<file path="src/rtl/proc_trace_pkg.sv">
// rtl/proc_trace_pkg.sv - shared types for the processor execution-trace monitor
package proc_trace_pkg;

  typedef enum logic [1:0] {
    IDLE,
    RUN,
    FROZEN
  } trace_st_t;

  localparam int TRACE_PC_W    = 64;
  localparam int TRACE_INSTR_W = 32;

  // Default entry layout for a 64-bit PC core; the top rebuilds it for other DATA_W.
  typedef struct packed {
    logic [TRACE_PC_W-1:0]    pc;
    logic [TRACE_INSTR_W-1:0] instr;
  } trace_entry_t;

endpackage

</file>
<file path="src/rtl/proc_trace_monitor_if.sv">
// rtl/proc_trace_monitor_if.sv - snoop bus from the processing unit to the trace monitor
interface proc_trace_monitor_if #(
  parameter int DATA_W  = 64,
  parameter int STATE_W = 5
);
  logic [DATA_W-1:0]  PCIn;
  logic [31:0]        Instr31_0;
  logic [STATE_W-1:0] state;
  logic               DMemWrite;

  modport master (output PCIn, Instr31_0, state, DMemWrite);
  modport slave  (input  PCIn, Instr31_0, state, DMemWrite);
endinterface

</file>
<file path="src/rtl/trace_ring_buffer.sv">
// rtl/trace_ring_buffer.sv - circular trace store with pop port, wrap/drop on full
module trace_ring_buffer
  import proc_trace_pkg::*;
#(
  parameter int  DEPTH   = 16,
  parameter type entry_t = trace_entry_t,
  parameter bit  WRAP    = 1'b1
) (
  input  logic                   clk,
  input  logic                   Reset_n,
  input  logic                   i_push,
  input  entry_t                 i_push_data,
  input  logic                   i_pop,
  output logic                   o_rd_valid,
  output entry_t                 o_rd_data,
  output logic [$clog2(DEPTH):0] o_count,
  output logic                   o_overflow
);
  localparam int PTR_W = $clog2(DEPTH);
  localparam int CNT_W = PTR_W + 1;

  entry_t             r_mem [DEPTH];
  logic [PTR_W-1:0]   r_wr_ptr;
  logic [PTR_W-1:0]   r_rd_ptr;
  logic [CNT_W-1:0]   r_count;
  logic               r_rd_valid;
  entry_t             r_rd_data;
  logic               r_overflow;

  logic w_full, w_empty, w_pop, w_evict, w_drop, w_write;

  // A pop in the same cycle frees a slot, so a full buffer never evicts or drops then.
  always_comb begin
    w_full  = (r_count == CNT_W'(DEPTH));
    w_empty = (r_count == '0);
    w_pop   = i_pop && !w_empty;
    w_evict = i_push && !w_pop && w_full && WRAP;
    w_drop  = i_push && !w_pop && w_full && !WRAP;
    w_write = i_push && !w_drop;
  end

  always_ff @(posedge clk) begin
    if (Reset_n && w_write) r_mem[r_wr_ptr] <= i_push_data;
  end

  always_ff @(posedge clk) begin
    if (!Reset_n) begin
      r_wr_ptr   <= '0;
      r_rd_ptr   <= '0;
      r_count    <= '0;
      r_rd_valid <= 1'b0;
      r_rd_data  <= '0;
      r_overflow <= 1'b0;
    end else begin
      r_rd_valid <= w_pop;
      if (w_pop) begin
        r_rd_data <= r_mem[r_rd_ptr];
        r_rd_ptr  <= r_rd_ptr + 1'b1;
      end
      if (w_write) r_wr_ptr <= r_wr_ptr + 1'b1;
      if (w_evict) begin
        r_rd_ptr   <= r_rd_ptr + 1'b1;
        r_overflow <= 1'b1;
      end
      if (w_drop) r_overflow <= 1'b1;
      if (w_write && !w_pop && !w_evict) r_count <= r_count + 1'b1;
      else if (w_pop && !w_write)        r_count <= r_count - 1'b1;
    end
  end

  assign o_rd_valid = r_rd_valid;
  assign o_rd_data  = r_rd_data;
  assign o_count    = r_count;
  assign o_overflow = r_overflow;
endmodule

</file>
<file path="src/rtl/proc_trace_monitor.sv">
// rtl/proc_trace_monitor.sv - trace monitor top: retire detect, trigger, watchdog, counters
module proc_trace_monitor
  import proc_trace_pkg::*;
#(
  parameter int DATA_W      = 64,
  parameter int STATE_W     = 5,
  parameter int FETCH_STATE = 0,
  parameter int DEPTH       = 16,
  parameter int POST_TRIG   = 4,
  parameter int TIMEOUT     = 64,
  parameter int CNT_W       = 32,
  parameter bit WRAP        = 1'b1
) (
  input  logic                   clk,
  input  logic                   Reset_n,
  input  logic                   en,
  proc_trace_monitor_if.slave    core,
  input  logic                   trig_en,
  input  logic [DATA_W-1:0]      trig_pc,
  input  logic                   rd_req,
  output logic                   rd_valid,
  output logic [DATA_W-1:0]      rd_pc,
  output logic [31:0]            rd_instr,
  output logic [$clog2(DEPTH):0] count,
  output logic [CNT_W-1:0]       retired,
  output logic [CNT_W-1:0]       stores,
  output logic                   hang,
  output logic                   overflow,
  output logic                   frozen
);
  localparam int WD_W = $clog2(TIMEOUT + 1);
  localparam int PT_W = (POST_TRIG < 2) ? 1 : $clog2(POST_TRIG + 1);

  typedef struct packed {
    logic [DATA_W-1:0]        pc;
    logic [TRACE_INSTR_W-1:0] instr;
  } entry_t;

  trace_st_t          r_st;
  logic [STATE_W-1:0] r_prev_state;
  logic [WD_W-1:0]    r_wd_cnt;
  logic               r_trig_hit;
  logic [PT_W-1:0]    r_post_cnt;
  logic [CNT_W-1:0]   r_retired;
  logic [CNT_W-1:0]   r_stores;
  logic               r_hang;

  logic   w_run, w_retire, w_push, w_match, w_post_done, w_hang_rise, w_freeze;
  entry_t w_push_data;
  entry_t w_rd_data;

  always_comb begin
    w_run    = (r_st == RUN);
    w_retire = (core.state == STATE_W'(FETCH_STATE)) &&
               (r_prev_state != STATE_W'(FETCH_STATE));
    w_push   = w_run && w_retire;
    w_match  = w_push && !r_trig_hit && trig_en && (core.PCIn == trig_pc);
    // The match push itself is not counted toward the post-trigger window.
    if (POST_TRIG == 0) w_post_done = w_match;
    else w_post_done = w_push && r_trig_hit &&
                       (r_post_cnt == PT_W'(POST_TRIG > 0 ? POST_TRIG - 1 : 0));
    w_hang_rise = w_run && !w_retire && !r_hang && (r_wd_cnt == WD_W'(TIMEOUT - 1));
    w_freeze    = w_post_done || w_hang_rise;
    w_push_data = {core.PCIn, core.Instr31_0};
  end

  always_ff @(posedge clk) begin
    if (!Reset_n) begin
      r_st         <= IDLE;
      r_prev_state <= '1;
      r_wd_cnt     <= '0;
      r_trig_hit   <= 1'b0;
      r_post_cnt   <= '0;
      r_retired    <= '0;
      r_stores     <= '0;
      r_hang       <= 1'b0;
    end else begin
      r_prev_state <= core.state;
      if (!en) r_st <= IDLE;
      else begin
        case (r_st)
          IDLE:    r_st <= RUN;
          RUN:     if (w_freeze) r_st <= FROZEN;
          FROZEN:  r_st <= FROZEN;
          default: r_st <= IDLE;
        endcase
      end
      if (!en || w_freeze) r_trig_hit <= 1'b0;
      else if (w_match) begin
        r_trig_hit <= 1'b1;
        r_post_cnt <= '0;
      end else if (w_push && r_trig_hit) r_post_cnt <= r_post_cnt + 1'b1;
      if (w_push && r_retired != '1) r_retired <= r_retired + 1'b1;
      if (w_run && core.DMemWrite && r_stores != '1) r_stores <= r_stores + 1'b1;
      if (w_run) begin
        if (w_retire) r_wd_cnt <= '0;
        else if (r_wd_cnt != WD_W'(TIMEOUT)) r_wd_cnt <= r_wd_cnt + 1'b1;
      end
      if (w_hang_rise) r_hang <= 1'b1;
    end
  end

  trace_ring_buffer #(
    .DEPTH   (DEPTH),
    .entry_t (entry_t),
    .WRAP    (WRAP)
  ) u_ring (
    .clk         (clk),
    .Reset_n     (Reset_n),
    .i_push      (w_push),
    .i_push_data (w_push_data),
    .i_pop       (rd_req),
    .o_rd_valid  (rd_valid),
    .o_rd_data   (w_rd_data),
    .o_count     (count),
    .o_overflow  (overflow)
  );

  assign rd_pc    = w_rd_data.pc;
  assign rd_instr = w_rd_data.instr;
  assign retired  = r_retired;
  assign stores   = r_stores;
  assign hang     = r_hang;
  assign frozen   = (r_st == FROZEN);
endmodule
</file>
<file path="src/flat_wrapper.sv">
// flat-port wrapper written by rule: the top's interface ports become plain ports
module proc_trace_monitor_flat import proc_trace_pkg::*;
#(
  parameter int DATA_W      = 64,
  parameter int STATE_W     = 5,
  parameter int FETCH_STATE = 0,
  parameter int DEPTH       = 16,
  parameter int POST_TRIG   = 4,
  parameter int TIMEOUT     = 64,
  parameter int CNT_W       = 32,
  parameter bit WRAP        = 1'b1
)
  (clk, Reset_n, en, trig_en, trig_pc, rd_req, rd_valid, rd_pc, rd_instr, count, retired, stores, hang, overflow, frozen, core_PCIn, core_Instr31_0, core_state, core_DMemWrite);
  proc_trace_monitor_if #(.DATA_W(DATA_W), .STATE_W(STATE_W)) core_i ();
  input  logic clk;
  input  logic Reset_n;
  input  logic en;
  input  logic trig_en;
  input  logic [DATA_W-1:0] trig_pc;
  input  logic rd_req;
  output logic rd_valid;
  output logic [DATA_W-1:0] rd_pc;
  output logic [31:0] rd_instr;
  output logic [$clog2(DEPTH):0] count;
  output logic [CNT_W-1:0] retired;
  output logic [CNT_W-1:0] stores;
  output logic hang;
  output logic overflow;
  output logic frozen;
  input wire logic [$bits(core_i.PCIn)-1:0] core_PCIn;
  input wire logic [$bits(core_i.Instr31_0)-1:0] core_Instr31_0;
  input wire logic [$bits(core_i.state)-1:0] core_state;
  input wire logic [$bits(core_i.DMemWrite)-1:0] core_DMemWrite;
  assign core_i.PCIn = core_PCIn;
  assign core_i.Instr31_0 = core_Instr31_0;
  assign core_i.state = core_state;
  assign core_i.DMemWrite = core_DMemWrite;
  proc_trace_monitor #(.DATA_W(DATA_W), .STATE_W(STATE_W), .FETCH_STATE(FETCH_STATE), .DEPTH(DEPTH), .POST_TRIG(POST_TRIG), .TIMEOUT(TIMEOUT), .CNT_W(CNT_W), .WRAP(WRAP)) u_core (.clk(clk), .Reset_n(Reset_n), .en(en), .core(core_i), .trig_en(trig_en), .trig_pc(trig_pc), .rd_req(rd_req), .rd_valid(rd_valid), .rd_pc(rd_pc), .rd_instr(rd_instr), .count(count), .retired(retired), .stores(stores), .hang(hang), .overflow(overflow), .frozen(frozen));
endmodule
</file>
<file path="config.mk">
export PLATFORM = sky130hd
export DESIGN_NAME = proc_trace_monitor_flat
export DESIGN_NICKNAME = d
export VERILOG_FILES = /design/src/rtl/proc_trace_pkg.sv /design/src/rtl/proc_trace_monitor_if.sv /design/src/rtl/trace_ring_buffer.sv /design/src/rtl/proc_trace_monitor.sv /design/src/flat_wrapper.sv
export SDC_FILE = /design/constraint.sdc
export NUM_CORES = 2
export LEC_CHECK = 0
export BUFFER_PORTS_ARGS = -buffer_cell sky130_fd_sc_hd__buf_2
export CAP_MARGIN = 40
export CORE_MARGIN = 1.5
export CORE_UTILIZATION = 54
export CTS_CLUSTER_SIZE = 28
export DETAILED_ROUTE_END_ITERATION = 12
export PLACE_DENSITY = 0.74
export SKIP_LAST_GASP = 1
export SLEW_MARGIN = 20
export SYNTH_ARGS = -nofsm -noshare
export SYNTH_HDL_FRONTEND = slang
export SYNTH_HIERARCHICAL = 1
export SYNTH_SLANG_ARGS = --single-unit
</file>
<file path="constraint.sdc">
create_clock -name clk -period 9.69 [get_ports clk]
set_clock_uncertainty 0.1 [all_clocks]
set_input_delay 0.969 -clock clk [delete_from_list [all_inputs] [get_ports clk]]
set_output_delay 0.969 -clock clk [all_outputs]
set_load 0.03 [all_outputs]
</file>
After elaboration in Yosys (flattened, before gate mapping)
Memories as Yosys holds them, arrays and structs flattened. A register that Yosys moved wholly into a read port is not among the register bits.
Index checks and enable logic that the tools add are counted.
- flip-flop bits (word level): 98
- memory bits (writable): 1536
- input port bits: 171
- output and inout port bits: 169
- logic and storage cells: 88
- memories kept: 1
- add/subtract/negate cells: 8
- equality and inequality tests: 10
- mux-type cells: 12
- bitwise logic cells: 2
- reduce and logical (&&, ||, !) cells: 42
- memories (memory ; depth ; bits a word ; rd ports ; clocked after Yosys merged registers in ; write ports ; RTL line ; RTL):
    u_core.u_ring.r_mem ; 16 ; 96 ; 1 ; 1 ; 1 ; trace_ring_buffer.sv:22 ; entry_t r_mem [DEPTH];
- operator list (operator ; number):
    adder 32 x 1 -> 32 bit, second input constant ; 2
    equality test 64 bit ; 1
    inequality test 32 bit, second input constant ; 2
    logical AND 1 bit ; 19
    2-to-1 mux 7 bit ; 2
    logical NOT 5 bit ; 2
    2-to-1 mux 5 bit ; 2
    logical NOT 1 bit ; 9
    adder 4 x 1 -> 4 bit, second input constant ; 2
    2-to-1 mux 4 bit ; 2
    nonzero test 2 bit ; 4
    adder 7 x 1 -> 7 bit, second input constant ; 1
    equality test 7 x 6 -> 1 bit, second input constant ; 1
    inequality test 7 bit, second input constant ; 1
    2-to-1 mux 3 bit ; 2
    case mux 2 bit (3 select lines) ; 1
    AND reduction 2 bit ; 3
    adder 5 x 1 -> 5 bit, second input constant ; 1
    equality test 5 bit, second input constant ; 1
    nonzero test 5 bit ; 1
    subtractor 5 x 1 -> 5 bit, second input constant ; 1
    adder 3 x 1 -> 3 bit, second input constant ; 1
    equality test 3 x 2 -> 1 bit, second input constant ; 1
    equality test 2 x 1 -> 1 bit, second input constant ; 1
    8 further kinds ; 11

Depth between registers and ports, before layout
- word-level depth: 10
- mapped depth: 14
- mapped depth without buffers: 13

Hierarchy
Netlist, hierarchy kept.
- by module, submodules not included (module ; times used ; cells an instance ; area an instance (sq um)):
    trace_ring_buffer ; 1 ; 2658 ; 61606.6
    proc_trace_monitor ; 1 ; 561 ; 4737.0

Least setup slack after synthesis
No wires, ideal clock.
- path kind: in2reg
- from: input core_state[1]
- to: memory u_core/u_ring/r_mem[4][0] (netlist name), enable pin
- setup time: 0.465 ns
- data arrival time: 4.771 ns
- required time: 9.125 ns
- slack: 4.354 ns
- stages on the path: 8
- path buffers: 1
- cells stage by stage: nor3_1 > o211ai_4 > or2_4 > inv_4 > clkbuf_1 > nand2_1 > nor3b_1 > and2_1
- cells in the longest elaborated chain, start to end: 6
- RTL lines (element ; RTL line ; RTL):
    start: declaration ; flat_wrapper.sv:32 ; input wire logic [$bits(core_i.state)-1:0] core_state;
    logical NOT 5 bit ; proc_trace_monitor.sv:54 ; w_retire = (core.state == STATE_W'(FETCH_STATE)) &&
    logical AND 1 bit ; proc_trace_monitor.sv:54 ;
    logical AND 1 bit ; proc_trace_monitor.sv:56 ; w_push = w_run && w_retire;
    via u_core.w_push ; proc_trace_monitor.sv:48 ; logic w_run, w_retire, w_push, w_match, w_post_done, w_hang_rise, w_freeze;
    logical AND 1 bit ; trace_ring_buffer.sv:43 ; if (Reset_n && w_write) r_mem[r_wr_ptr] <= i_push_data;
    2-to-1 mux 1 bit ; trace_ring_buffer.sv:43 ;
    2-to-1 mux 1 bit (not written as such) ; trace_ring_buffer.sv:43 ;
    end: declaration ; trace_ring_buffer.sv:22 ;
The timed path passes the listed nets, and every way through them passes these cells.

Final worst setup path
- from: register u_core.r_st[1]
- to: memory u_core/u_ring/r_mem[8][10] (netlist name), enable pin
- cells in the longest elaborated chain, start to end: 5
- RTL lines (element ; RTL line ; RTL):
    start: declaration ; proc_trace_monitor.sv:39 ; trace_st_t r_st;
    start signal: assignment ; proc_trace_monitor.sv:69 ; r_st <= IDLE;
    start signal: assignment ; proc_trace_monitor.sv:79 ; if (!en) r_st <= IDLE;
    start signal: assignment ; proc_trace_monitor.sv:82 ; IDLE: r_st <= RUN;
    equality test 2 x 1 -> 1 bit ; proc_trace_monitor.sv:53 ; w_run = (r_st == RUN);
    logical AND 1 bit ; proc_trace_monitor.sv:56 ;
    via u_core.w_push ; proc_trace_monitor.sv:48 ;
    logical AND 1 bit ; trace_ring_buffer.sv:43 ;
    2-to-1 mux 1 bit ; trace_ring_buffer.sv:43 ;
    2-to-1 mux 1 bit (not written as such) ; trace_ring_buffer.sv:43 ;
The timed path passes the listed nets, and every way through them passes these cells.

==> key figures <==
Outcome
  – Status: finished, final reports clean

Detailed routing
  – ANT nets after route: 0
  – WL met2: roughly 78000 µm
  – 1st-pass router iterations: 5
  – Via Count: between 30000 and 40000
  – Final WL: between 150000 and 200000 µm
  – Drt wl/cell: approximately 30 µm
  – Uppermost layer routed: met5
  – Initial DRC count: between 3000 and 4000
  – DRC errors left: 0
  – Metal3 WL: 15900 µm
  – Vias per std cell: 6.23
  – M1 WL: about 63000 µm

Place
  – Setup WS pre-CTS: 4630 ps
  – Post-DP HPWL: 95700 µm
  – PortBufs: about 340
  – Routability congestion estimate: between 0.8 and 0.9

Worst setup path
  – Critical Path Start Type: flip-flop
  – WS Path Type: reg2reg
  – Critical Path RT: about 10000 ps
  – CP max FO: 39
  – CP Capture Type: flip-flop
  – Critical Path AT: between 4000 and 5000 ps

Logic synthesis
  – Largest family of logic cells by synthesized area: multiplexers
  – Post-synthesis sequential area ratio: 0.754
  – Distinct cells, synth: 63
  – Synth top area cells: edfxtp_1, mux4_2, dfxtp_1, mux2_2, mux2i_1
  – XOR/XNOR share of the synthesized area: 0.0145
  – Post-synthesis compound-gate area fraction: 0.0259
  – Synth Area in Simple Gates: 0.0267
  – Top-area cell type share of the netlist area: 0.695
  – Asr flop ratio synth: 0
  – Post-synthesis mux area share: 0.162
  – Ys flop type: edfxtp_1
  – Synth Area in Adders: 0.00351
  – Area leader, netlist: edfxtp_1
  – Mean post-synth cell area: between 20 and 25 µm²
  – Post-Synthesis Cells: ~3200
  – Register bit total from synthesis: ~1700
  – Cell Area, Synth: roughly 0.066 mm²
  – Synthesis Warnings: 6
  – Post-Syn Nets: ~3400
  – Post-synth EDFFs: 1536

Clock network
  – Clock Sinks: ~1700
  – CTS clk-pin slew, worst paths: 60 ps
  – CTS buffer count: between 150 and 200
  – Clk root buf: clkbuf_16
  – Post-CTS Resized: 0
  – Clk buf depth: 3
  – H-tree lvl count: 4
  – Post-CTS setup buffers: 0
  – CTS tree: done
  – Clock Latency Late Sink: 800 ps
  – Hold-fix buffers at CTS: 0

STA
  – Final setup vio count: 0
  – WHS: roughly 280 ps
  – Worst-Margin Slew: 926 ps
  – Final hold vios: 0
  – Final period util: 0.443
  – Fmax: roughly 230 MHz
  – Final setup TNS: 0 ps
  – Slew Limit Headroom: 0.383
  – Final Max Tran Viols: 0
  – RSZ-0062 raised after global routing: no
  – Final WS setup: around 5400 ps
  – Post-route minimum period: about 4300 ps

Power
  – Peak VDD IR: ~0.33 mV
  – Sw frac: 0.260
  – Reg power frac: 0.454
  – PD cells: approximately 250 mW/mm²
  – Clock power frac: 0.361
  – Comb pwr share: 0.184
  – Cell Int Power: 13.8 mW
  – Leakage power: 24.3 nW
  – Switch Pwr: 4.84 mW

Floorplanning
  – Initial Util: 0.544
  – # IOs: 340
  – Row Count: approximately 130
  – Die Span X: around 350 µm
  – Core area: 0.122 mm²
  – Chip height: 354 µm
  – Die area: between 0.1 and 0.15 mm²

Finish
  – Layout Area Growth over Synthesis: 14.7%
  – Layout cells sized above 1: 0.307
  – Final nets: between 3000 and 4000

GRT
  – Pin count of the biggest net entering global routing: between 100 and 150
  – GRT overflow: 0
  – Vias in the first global route: around 34000
  – GRT Total Usage: 0.257
  – First-pass GRT wire length: 232000 µm
  – Initial antenna violation count: 37

Flow run
  – Max-Cap Viols: 0

Worst hold path
  – Worst min path class: in2reg
## cell type report
class,count,area [µm²]
Clock inverter,89,1130
Sequential cell,1730,50000
Antenna cell,9,22.5
Fill cell,8178,45800
Clock buffer,229,4610
Inverter,33,126
Multi-Input combinational cell,1301,15500
Timing Repair Buffer,401,2630
Tap cell,1625,2030
## worst max-delay path, cell delays in order, from the launching register on
cell     delay, ps
dfxtp_1        330
inv_1           90
ha_1           290
inv_1          130
or2_4          300
inv_4          190
nand2_1        150
nor3b_1        480
and2_4         500
buf_4          580
buf_4          660
## metrics by stage
step	instance area, µm²	util	power [mW]	std cells
final	76100	0.624	18.6	5417
after global routing	76100	0.624	19.3	5414
after CTS	76000	0.623	18.8	5405
after detailed placement	70200	0.576	12.1	5087
after global placement	69700	0.572	12.0	5066
after floorplan	66300	-	11.0	3219
## power groups by stage
stage | sequential (mW) | clock (mW) | combinational [mW]
after floorplan | 8.82 | 0 | 2.23
after global placement | 8.65 | 0 | 3.34
after detailed placement | 8.64 | 0 | 3.44
after CTS | 8.48 | 6.83 | 3.46
after global routing | 8.49 | 7.11 | 3.66
final | 8.47 | 6.74 | 3.43
## flip-flops by register name, summed over array words and instances (netlist names)
| register | cells |
|---|---|
| u_core/r_wd_cnt | 7 |
| u_core/u_ring/o_rd_valid | 1 |
| u_core/r_post_cnt | 3 |
| u_core/hang | 1 |
| u_core/u_ring/r_mem | 1536 |
| u_core/retired | 32 |
| u_core/r_st | 2 |
| u_core/r_prev_state | 5 |
| u_core/u_ring/o_rd_data | 96 |
| u_core/u_ring/r_wr_ptr | 4 |
| u_core/u_ring/r_rd_ptr | 4 |
| u_core/r_trig_hit | 1 |
| u_core/u_ring/o_overflow | 1 |
| u_core/stores | 32 |
| u_core/u_ring/o_count | 5 |
## logic make-up after synthesis
logic type,count (synthesis)
muxes,582
adders and majority gates,18
and+or+nand+nor,333
DFF,1730
buffers and inverters,188
xor gates and xnor gates,110
AOI/OAI and AO/OA,258
## path summary, 6_finish.rpt
path,start,to,slack [ps],depth (start not counted)
max,u_core/r_st[1],u_core/u_ring/r_mem[8][10],5400,10
min reg2reg,u_core/r_post_cnt[1],u_core/r_post_cnt[1],380,1
min,core_state[0],u_core/r_prev_state[0],280,2
max reg2reg,u_core/r_st[1],u_core/u_ring/r_mem[8][10],5400,10
## layer usage
metal	track usage	vias up
met4	0.0704	32
met5	0	-
met1	0.360	17658
met3	0.0648	223
met2	0.405	1730
li1	-	14114
## placed cells by master (no fill, tap or decap), types with 38 or more instances in the layout
cell / count
edfxtp_1: 1536
mux4_2: 384
buf_2: 339
dfxtp_1: 191
clkbuf_16: 172
mux2i_1: 102
o21ai_0: 98
mux2_2: 96
a22oi_1: 96
nor2_1: 87
xor2_1: 70
clkbuf_1: 48
nand3_1: 41
xnor2_1: 40
nand4_1: 38
## Yosys cell counts (32+ instances only)
master / count
nand4_1: 38
nor2_1: 88
mux4_2: 384
clkbuf_1: 65
edfxtp_1: 1536
dfxtp_1: 194
xor2_1: 70
o21ai_0: 98
mux2_2: 96
mux2i_1: 102
nand2_1: 35
nand3_1: 41
xnor2_1: 40
buf_2: 46
a22oi_1: 96
inv_1: 32
No activity file was read; power rests on OpenSTA's default activity.
